$ cat config.mk
export PLATFORM = sky130hd
export DESIGN_NAME = seg_scan_reader
export DESIGN_NICKNAME = d
export VERILOG_FILES = /design/src/rtl/seg_scan_reader.sv
export SDC_FILE = /design/constraint.sdc
export NUM_CORES = 1
export LEC_CHECK = 0
export CAP_MARGIN = 20
export CORE_ASPECT_RATIO = 1.5
export CORE_MARGIN = 8
export CORE_UTILIZATION = 30
export CTS_BUF_LIST = sky130_fd_sc_hd__clkbuf_16
export CTS_CLUSTER_SIZE = 30
export DETAILED_ROUTE_END_ITERATION = 16
export HOLD_SLACK_MARGIN = 0.03
export PLACE_DENSITY = 0.55
export SLEW_MARGIN = 0
export SYNTH_ARGS = -nofsm -noshare
export SYNTH_HDL_FRONTEND = slang
export SYNTH_SLANG_ARGS = --single-unit
export TNS_END_PERCENT = 1
$ cat constraint.sdc
create_clock -name clk -period 16.65 [get_ports clk]
set_clock_uncertainty 0.2 [all_clocks]
set_input_delay 3.33 -clock clk [delete_from_list [all_inputs] [get_ports clk]]
set_output_delay 3.33 -clock clk [all_outputs]
set_load 0.02 [all_outputs]
$ cat src/rtl/seg_scan_reader.sv
// Passive reader for a multiplexed 4-digit seven-segment bus: captures settled
// digits, assembles frames and reports the signed value once a frame is stable.
module seg_scan_reader #(
    parameter int unsigned SETTLE_CYCLES  = 4,
    parameter int unsigned STABLE_FRAMES  = 2,
    parameter int unsigned TIMEOUT_CYCLES = 1000000
) (
    input  logic        clk,
    input  logic        rst,
    input  logic [0:6]  seg,
    input  logic [3:0]  an,
    output logic [15:0] digits,
    output logic [15:0] value,
    output logic        frame_valid,
    output logic        frame_error,
    output logic        stale
);
    localparam int unsigned SW = $clog2(SETTLE_CYCLES + 1);
    localparam int unsigned MW = $clog2(STABLE_FRAMES + 1);
    localparam int unsigned TW = $clog2(TIMEOUT_CYCLES + 1);

    typedef enum logic [1:0] {S_WAIT, S_SETTLE, S_HOLD} state_t;

    state_t          state;
    logic [0:6]      seg_r, seg_p;
    logic [3:0]      an_r, an_p;
    logic [SW-1:0]   cnt;
    logic [15:0]     slot_codes;
    logic [3:0]      slot_bad;
    logic [3:0]      mask;
    logic [15:0]     prev_frame;
    logic            prev_valid;
    logic [MW-1:0]   match;
    logic [TW-1:0]   tcnt;

    logic            an_ok, changed, capture, complete, same, accept;
    logic [1:0]      idx;
    logic [3:0]      code;
    logic            bad;
    logic            fmt_ok, seen, has_digit, neg;
    logic [3:0]      c;
    logic [13:0]     mag;
    logic [15:0]     frame_value;

    always_comb begin
        an_ok   = $onehot(~an_r);
        changed = (an_r != an_p) || (seg_r != seg_p);
        capture = (state == S_SETTLE) && !changed && (cnt == SW'(SETTLE_CYCLES));
        case (an_r)
            4'b1101: idx = 2'd1;
            4'b1011: idx = 2'd2;
            4'b0111: idx = 2'd3;
            default: idx = 2'd0;
        endcase
    end

    always_comb begin
        bad  = 1'b0;
        code = 4'hF;
        case (seg_r)
            7'b0000001: code = 4'd0;
            7'b1001111: code = 4'd1;
            7'b0010010: code = 4'd2;
            7'b0000110: code = 4'd3;
            7'b1001100: code = 4'd4;
            7'b0100100: code = 4'd5;
            7'b0100000: code = 4'd6;
            7'b0001111: code = 4'd7;
            7'b0000000: code = 4'd8;
            7'b0000100: code = 4'd9;
            7'b1111110: code = 4'hE;
            7'b1111111: code = 4'hF;
            default:    bad  = 1'b1;
        endcase
    end

    // Scan left to right: blanks only before the first non-blank, minus only as
    // that first non-blank; Horner accumulation gives sum of d_i * 10^i.
    always_comb begin
        fmt_ok    = (slot_bad == 4'b0000);
        seen      = 1'b0;
        has_digit = 1'b0;
        neg       = 1'b0;
        mag       = '0;
        c         = '0;
        for (int unsigned j = 0; j < 4; j++) begin
            c = slot_codes[4'(12 - 4 * j) +: 4];
            if (c == 4'hF) begin
                if (seen) fmt_ok = 1'b0;
            end else begin
                if (c == 4'hE) begin
                    if (seen) fmt_ok = 1'b0;
                    neg = 1'b1;
                end else begin
                    has_digit = 1'b1;
                end
                seen = 1'b1;
            end
            mag = mag * 14'd10 + {10'd0, (c <= 4'd9) ? c : 4'd0};
        end
        if (!has_digit) fmt_ok = 1'b0;
        frame_value = {2'b00, mag};
        if (neg) frame_value = -frame_value;
        complete = (mask == 4'b1111);
        same     = prev_valid && (slot_codes == prev_frame);
        accept   = complete && fmt_ok &&
                   (same ? (match == MW'(STABLE_FRAMES - 1)) : (STABLE_FRAMES == 1));
    end

    always_ff @(posedge clk) begin
        if (rst) begin
            state       <= S_WAIT;
            seg_r       <= '1;
            seg_p       <= '1;
            an_r        <= '1;
            an_p        <= '1;
            cnt         <= '0;
            slot_codes  <= '1;
            slot_bad    <= '0;
            mask        <= '0;
            prev_frame  <= '1;
            prev_valid  <= 1'b0;
            match       <= '0;
            digits      <= 16'hFFFF;
            value       <= '0;
            frame_valid <= 1'b0;
            frame_error <= 1'b0;
        end else begin
            seg_r       <= seg;
            seg_p       <= seg_r;
            an_r        <= an;
            an_p        <= an_r;
            frame_valid <= 1'b0;
            frame_error <= 1'b0;

            case (state)
                S_WAIT: begin
                    if (an_ok) begin
                        state <= S_SETTLE;
                        cnt   <= SW'(1);
                    end
                end
                S_SETTLE: begin
                    if (changed) begin
                        state <= S_WAIT;
                    end else if (capture) begin
                        slot_codes[{idx, 2'b00} +: 4] <= code;
                        slot_bad[idx]                 <= bad;
                        state                         <= S_HOLD;
                    end else begin
                        cnt <= cnt + 1'b1;
                    end
                end
                S_HOLD: begin
                    if (an_r != an_p) state <= S_WAIT;
                end
                default: state <= S_WAIT;
            endcase

            // A capture landing on the completion cycle starts the next mask.
            if (complete) mask <= capture ? ~an_r : 4'b0000;
            else if (capture) mask <= mask | ~an_r;

            if (complete) begin
                if (!fmt_ok) begin
                    frame_error <= 1'b1;
                    match       <= '0;
                    prev_valid  <= 1'b0;
                end else if (same) begin
                    if (match != MW'(STABLE_FRAMES)) match <= match + 1'b1;
                end else begin
                    prev_frame <= slot_codes;
                    prev_valid <= 1'b1;
                    match      <= MW'(1);
                end
            end
            if (accept) begin
                digits      <= slot_codes;
                value       <= frame_value;
                frame_valid <= 1'b1;
            end
        end
    end

    always_ff @(posedge clk) begin
        if (rst || accept) begin
            tcnt  <= '0;
            stale <= 1'b0;
        end else if (tcnt != TW'(TIMEOUT_CYCLES)) begin
            tcnt <= tcnt + 1'b1;
            if (tcnt == TW'(TIMEOUT_CYCLES - 1)) stale <= 1'b1;
        end
    end
endmodule
==> results of run 1 <==
[path summary, 6_finish.rpt]
path,start,to,slack (ps),depth (start not counted)
worst max-delay path,slot_codes[15],value[13],9290,22
worst min-delay path,value[6],value[6],250,2
worst max register to register,slot_codes[15],value[13],9290,22
worst min register to register,value[6],value[6],250,2
[routing by layer]
metal / track usage / share of wire
met1: 0.119 / 0.41
met2: 0.232 / 0.55
met3: 0.0244 / 0.028
met4: 0.0392 / 0.015
met5: 0 / 0
[worst reg2reg max path, cell delays in order (launching register included)]
cell and delay (ps):
dfxtp_1 510, nor3b_2 370, ha_1 300, ha_1 220, fa_1 490, xnor2_1 250, ha_1 270, ha_1 350
xnor2_1 170, or3b_2 510, nor4bb_1 420, xor2_1 270, ha_1 280, ha_1 380, a2111oi_0 370, o21ai_0 180
a31o_2 260, a21oi_1 190, xnor3_1 350, xor2_1 180, xnor2_1 270, a211oi_1 110, a2111oi_2 360
[registers in the layout, summed over array words and instances (netlist names), 7 cells and up]
name / cells
seg_p: 7
prev_frame: 16
value: 16
tcnt: 20
seg_r: 7
slot_codes: 16
digits: 16
[power groups by stage]
stage          Combinational [W]  Sequential [W]  Clock, W
2_1_floorplan          0.0000227        0.000312         0
5_1_grt                0.0000320        0.000309  0.000383
3_3_place_gp           0.0000286        0.000314         0
4_1_cts                0.0000290        0.000308  0.000371
6_report               0.0000284        0.000308  0.000361
3_5_place_dp           0.0000290        0.000315         0
[final cells by class]
cell class	count	share of cell area
multi-input combinational	684	0.541
sequential	125	0.280
timing repair buffer	49	0.0538
clock buffer	17	0.0477
tap	328	0.0460
clock inverter	15	0.0164
inverter	35	0.0147
[per-stage QoR]
| stage | hold slack, ps | cell area (sq um) |
|---|---|---|
| final | 251 | 8930 |
| after global routing | 274 | 8930 |
| after CTS | 254 | 8930 |
| after detailed placement | 246 | 8350 |
| after global placement | 242 | 8350 |
| after floorplan | 241 | 7650 |
[cells in the final DEF (no fill, tap or decap), drive strengths merged, types with 4 or more instances in the layout]
| cell type | n |
|---|---|
| dfxtp | 125 |
| nand2 | 98 |
| nor2 | 75 |
| ha | 63 |
| xnor2 | 55 |
| clkdlybuf4s50 | 46 |
| inv | 40 |
| xor2 | 39 |
| a21oi | 35 |
| nand3 | 27 |
| nor2b | 23 |
| nand3b | 23 |
| or2 | 23 |
| o21ai | 21 |
| nor3 | 18 |
| a211o | 17 |
| clkbuf | 17 |
| a211oi | 14 |
| nor4 | 13 |
| nand4 | 13 |
| and3 | 9 |
| mux2i | 8 |
| a221o | 8 |
| and2 | 8 |
| or3 | 8 |
| fa | 7 |
| nor3b | 7 |
| clkinv | 7 |
| a21o | 5 |
| o21a | 5 |
| nand2b | 5 |
| o31ai | 5 |
| nor4b | 5 |
| a2111oi | 4 |
| and4 | 4 |
[kinds of logic after synthesis]
logic type | after synthesis | synth area share
AND/OR/NAND/NOR | 375 | 0.264
adder cells (fa/ha/maj) | 70 | 0.121
multiplexers | 9 | 0.0119
flip-flops | 125 | 0.327
buffers and inverters | 79 | 0.0423
XOR/XNOR | 95 | 0.111
AO/OA/AOI/OAI | 135 | 0.123
==> flow_metrics.env, run 1 <==
export IMPL_synth_edf_count=0
export IMPL_cp_required_ps=16770
export IMPL_top_level_ports=48
export IMPL_critPathBufInv=0
export IMPL_setup_viol=0
export IMPL_vias_per_cell=4.87
export IMPL_power_total_w=0.000697
export IMPL_swShare=0.232
export IMPL_power_frac_comb=0.041
export IMPL_yosys_cell_count_top_type="dfxtp_1"
export IMPL_synth_commonest_cells="dfxtp_1 (125), nand2_1 (98), nor2_1 (74)"
export IMPL_regArea_sq_um=2500
export IMPL_num_vias=6099
export IMPL_setup_ws_ps=9290
export IMPL_port_buffers=47
export IMPL_grt_overflow=0
export IMPL_multi_input_area_sq_um=4830
export IMPL_mappedNetlistNets=971
export IMPL_cts_hold_buf=0
export IMPL_routed_wl_um=17800
export IMPL_final_cell_count_no_fill=1253
export IMPL_worst_slew_pin_slew_ps=1160
export IMPL_synthCells=888
export IMPL_cp_slowest_cell="dfxtp_1"
export IMPL_totalNegativeSetupSlack_ps=0
export IMPL_power_switching_w=0.000162
export IMPL_status="finished, final reports clean"
export IMPL_grt_pass1_wl_um=29400
export IMPL_cts_setup_buffers=0
export IMPL_drv_slew=0
export IMPL_synthesis_area_sq_um=7650
export IMPL_preCtsSetupSlack_ps=9290
export IMPL_drive_above_1_share=0.0800
export IMPL_fin_crit_sh=0.442
export IMPL_async_flop_share=0
export IMPL_row_count=71
export IMPL_drtPass1Iterations=4
export IMPL_cp_end_kind="register"
export IMPL_period_minus_slack_ps=7360
export IMPL_nets=995
export IMPL_fillers=2617
export IMPL_clock_sinks=125
export IMPL_area_growth_pct=16.6
export IMPL_min_path_type="register to register"
export IMPL_die_area_sq_um=31000
export IMPL_clockBufferDepth=2
export IMPL_core_sq_um=25100
export IMPL_ys_seq_area_frac=0.327
export IMPL_crit_fanout=10
export IMPL_synthFlopType="dfxtp_1"
export IMPL_gp_congestion=0.767
export IMPL_ys_types=72
export IMPL_p_int_w=0.000535
export IMPL_antenna_found_initial=0
export IMPL_crit_chain="nor3b_2 > ha_1 > ha_1 > fa_1 > xnor2_1 > ha_1 > ha_1 > xnor2_1 > or3b_2 > nor4bb_1 > xor2_1 > ha_1 > ha_1 > a2111oi_0 > o21ai_0 > a31o_2 > a21oi_1 > xnor3_1 > xor2_1 > xnor2_1 > a211oi_1 > a2111oi_2"
export IMPL_clk_pin_slew_worst_paths_ps=60
export IMPL_antenna_cells=0
export IMPL_htreeDepth=4
export IMPL_netlist_top_cell_by_area="dfxtp_1"
export IMPL_cp_top_family="adder cells"
export IMPL_grt_setup_unrepaired="false"
export IMPL_yosysTopAreaCellShare=0.327
export IMPL_avgRoutedWirePerCell_um=14.2
export IMPL_path_class="register to register"
export IMPL_p_leak_nw=3.70
export IMPL_die_w_um=146
export IMPL_p_clk_frac=0.518
export IMPL_grt_use_total=0.118
export IMPL_p_per_area_nw_per_um2=78.1
export IMPL_max_cap_viol_count=0
export IMPL_clk_latency_ps=420
export IMPL_grt_pass1_vias=6076
export IMPL_ys_ff_latch=125
export IMPL_dp_hpwl_um=13600
export IMPL_ir_worst_vdd_uv=66.9
export IMPL_avgSynthCellArea_sq_um=8.62
export IMPL_yosys_warnings=0
export IMPL_cts_tree="done"
export IMPL_hold_viol=0
export IMPL_slew_headroom=0.225
export IMPL_critPathArrivalTime_ps=7480
export IMPL_cpPeakStageDelay_ps=510
export IMPL_die_y_um=212
export IMPL_final_antenna_net_count=0
export IMPL_timing_fmax_mhz=136
export IMPL_cts_buffers_inserted=17
export IMPL_start_util=0.306
export IMPL_utilization=0.356
export IMPL_grt_start_max_net_pins=78
export IMPL_drc_errors=0
export IMPL_place_inst=1221
export IMPL_cts_resized=0
export IMPL_cp_common_cell="ha_1"
export IMPL_crit_path_start_kind="register"
export IMPL_clockRootBuffer="clkbuf_16"
export IMPL_initialDrtViolationCount=231
export IMPL_synth_area_leaders="dfxtp_1 (33%), ha_1 (10%), xnor2_1 (6.3%)"
export IMPL_power_frac_seq=0.442
No activity file was read; power rests on OpenSTA's default activity.
==> run 2: changes to the inputs <==
--- a/config.mk
+++ b/config.mk
@@ -13,7 +13,7 @@
 export CTS_CLUSTER_SIZE = 30
 export DETAILED_ROUTE_END_ITERATION = 16
 export HOLD_SLACK_MARGIN = 0.03
-export PLACE_DENSITY = 0.55
+export PLACE_DENSITY = 0.57
 export SLEW_MARGIN = 0
 export SYNTH_ARGS = -nofsm -noshare
 export SYNTH_HDL_FRONTEND = slang
==> constraint.sdc (replaced) <==
create_clock -name clk -period 6.2 [get_ports clk]
set_clock_uncertainty 0.2 [all_clocks]
set_input_delay 1.24 -clock clk [delete_from_list [all_inputs] [get_ports clk]]
set_output_delay 1.24 -clock clk [all_outputs]
set_load 0.02 [all_outputs]
==> flow_metrics.env, run 2 (same netlist as run 1, synthesis figures left out) <==
export IMPL_status="finished, final reports clean"
export IMPL_routed_wl_um=18700
export IMPL_setup_ws_ps=21.6
export IMPL_worst_slew_pin_slew_ps=1090
export IMPL_top_level_ports=48
export IMPL_setup_viol=0
export IMPL_area_growth_pct=33.6
export IMPL_grt_overflow=0
export IMPL_critPathBufInv=4
export IMPL_avgRoutedWirePerCell_um=13.9
export IMPL_grt_pass1_vias=6542
export IMPL_path_class="register to register"
export IMPL_die_y_um=212
export IMPL_p_per_area_nw_per_um2=188
export IMPL_ir_worst_vdd_uv=211
export IMPL_cp_slowest_cell="fa_2"
export IMPL_dp_hpwl_um=14100
export IMPL_clock_sinks=125
export IMPL_largest_reg_flops=20
export IMPL_initialDrtViolationCount=255
export IMPL_crit_path_start_kind="register"
export IMPL_vias_per_cell=4.86
export IMPL_grt_start_max_net_pins=102
export IMPL_cts_hold_buf=0
export IMPL_drv_slew=0
export IMPL_drc_errors=0
export IMPL_cp_top_family="adder cells"
export IMPL_place_inst=1298
export IMPL_mostFrequentLayoutCells="dfxtp_1 (122), nand2_1 (98), buf_4 (87), nor2_1 (71), ha_1 (47)"
export IMPL_drtPass1Iterations=4
export IMPL_final_common_cell="dfxtp_1"
export IMPL_cp_required_ps=6330
export IMPL_clk_pin_slew_worst_paths_ps=60
export IMPL_cpPeakStageDelay_ps=600
export IMPL_die_area_sq_um=31000
export IMPL_grt_use_total=0.122
export IMPL_cp_end_kind="register"
export IMPL_grt_setup_unrepaired="true"
export IMPL_regMostFlops="tcnt"
export IMPL_nets=1086
export IMPL_htreeDepth=4
export IMPL_timing_fmax_mhz=162
export IMPL_clockBufferDepth=2
export IMPL_period_minus_slack_ps=6180
export IMPL_cts_tree="done"
export IMPL_slew_headroom=0.271
export IMPL_fin_crit_sh=0.997
export IMPL_min_path_type="register to register"
export IMPL_antenna_found_initial=0
export IMPL_grt_pass1_wl_um=31100
export IMPL_antenna_cells=0
export IMPL_final_cell_count_no_fill=1344
export IMPL_port_buffers=47
export IMPL_num_vias=6534
export IMPL_place_area_sq_um=9080
export IMPL_fin_hold_ws_ps=250
export IMPL_utilization=0.408
export IMPL_start_util=0.306
export IMPL_final_antenna_net_count=0
export IMPL_die_w_um=146
export IMPL_clockRootBuffer="clkbuf_16"
export IMPL_p_leak_nw=4.24
export IMPL_post_route_cell_area_sq_um=10200
export IMPL_cts_buffers_inserted=17
export IMPL_preCtsSetupSlack_ps=-358
export IMPL_core_sq_um=25100
export IMPL_critPathArrivalTime_ps=6300
export IMPL_cp_common_cell="ha_4"
export IMPL_row_count=71
export IMPL_clk_latency_ps=420
export IMPL_max_cap_viol_count=0
export IMPL_gp_congestion=0.800
export IMPL_drive_above_1_share=0.230
export IMPL_crit_fanout=5
export IMPL_hold_viol=0
[run 2: path summary, 6_finish.rpt]
| path | slack, ps | cells after the start | start | end |
|---|---|---|---|---|
| min | 250 | 2 | value[10] | value[10] |
| max reg2reg | 20 | 25 | slot_codes[13] | value[13] |
| min reg2reg | 250 | 2 | value[10] | value[10] |
| max | 20 | 25 | slot_codes[13] | value[13] |
[run 2: cell type report]
cell class,instances,area (sq um)
Inverter,35,131
Tap cell,328,410
Clock buffer,17,425
Sequential cell,125,2510
Fill cell,2522,14800
Timing Repair Buffer,140,1190
Multi-Input combinational cell,684,5370
Clock inverter,15,184
[run 2: metrics by stage]
| step | TNS, ps | total power, W |
|---|---|---|
| floorplan | 0 | 0.000899 |
| global placement | -685 | 0.000920 |
| detailed placement | -1280 | 0.000921 |
| CTS | -103 | 0.00195 |
| global route | -837 | 0.00200 |
| finish | 0 | 0.00193 |
[run 2: what timing repair did]
| item | CTS | global route |
|---|---|---|
| pin swaps | 27 | 41 |
| gates resized for setup | 41 | 37 |
| buffers inserted | 10 | 4 |
| endpoints found under the setup margin | 5 | 6 |
[run 2: routing by layer]
metal,vias up,share of wire,track usage
met1,3080,0.41,0.125
met2,88,0.54,0.237
li1,3340,-,-
met4,0,0.021,0.0471
met3,26,0.025,0.0250
met5,-,0,0
[run 2: report_power, final]
group | total (W) | switching [W] | leakage (nW) | internal, W
combinational | 0.0000764 | 0.0000419 | 2.93 | 0.0000345
sequential | 0.000827 | 0.0000131 | 1.01 | 0.000813
clock | 0.00102 | 0.000386 | 0.298 | 0.000638
[run 2: worst reg2reg max path, delay by kind of cell (launching register included)]
kind | cells | cell delay, ps
DFF | 1 | 360
and+or+nand+nor | 8 | 1920
adders and majority gates | 7 | 2130
xor gates and xnor gates | 3 | 460
buffers and inverters | 4 | 490
AOI/OAI and AO/OA | 3 | 500
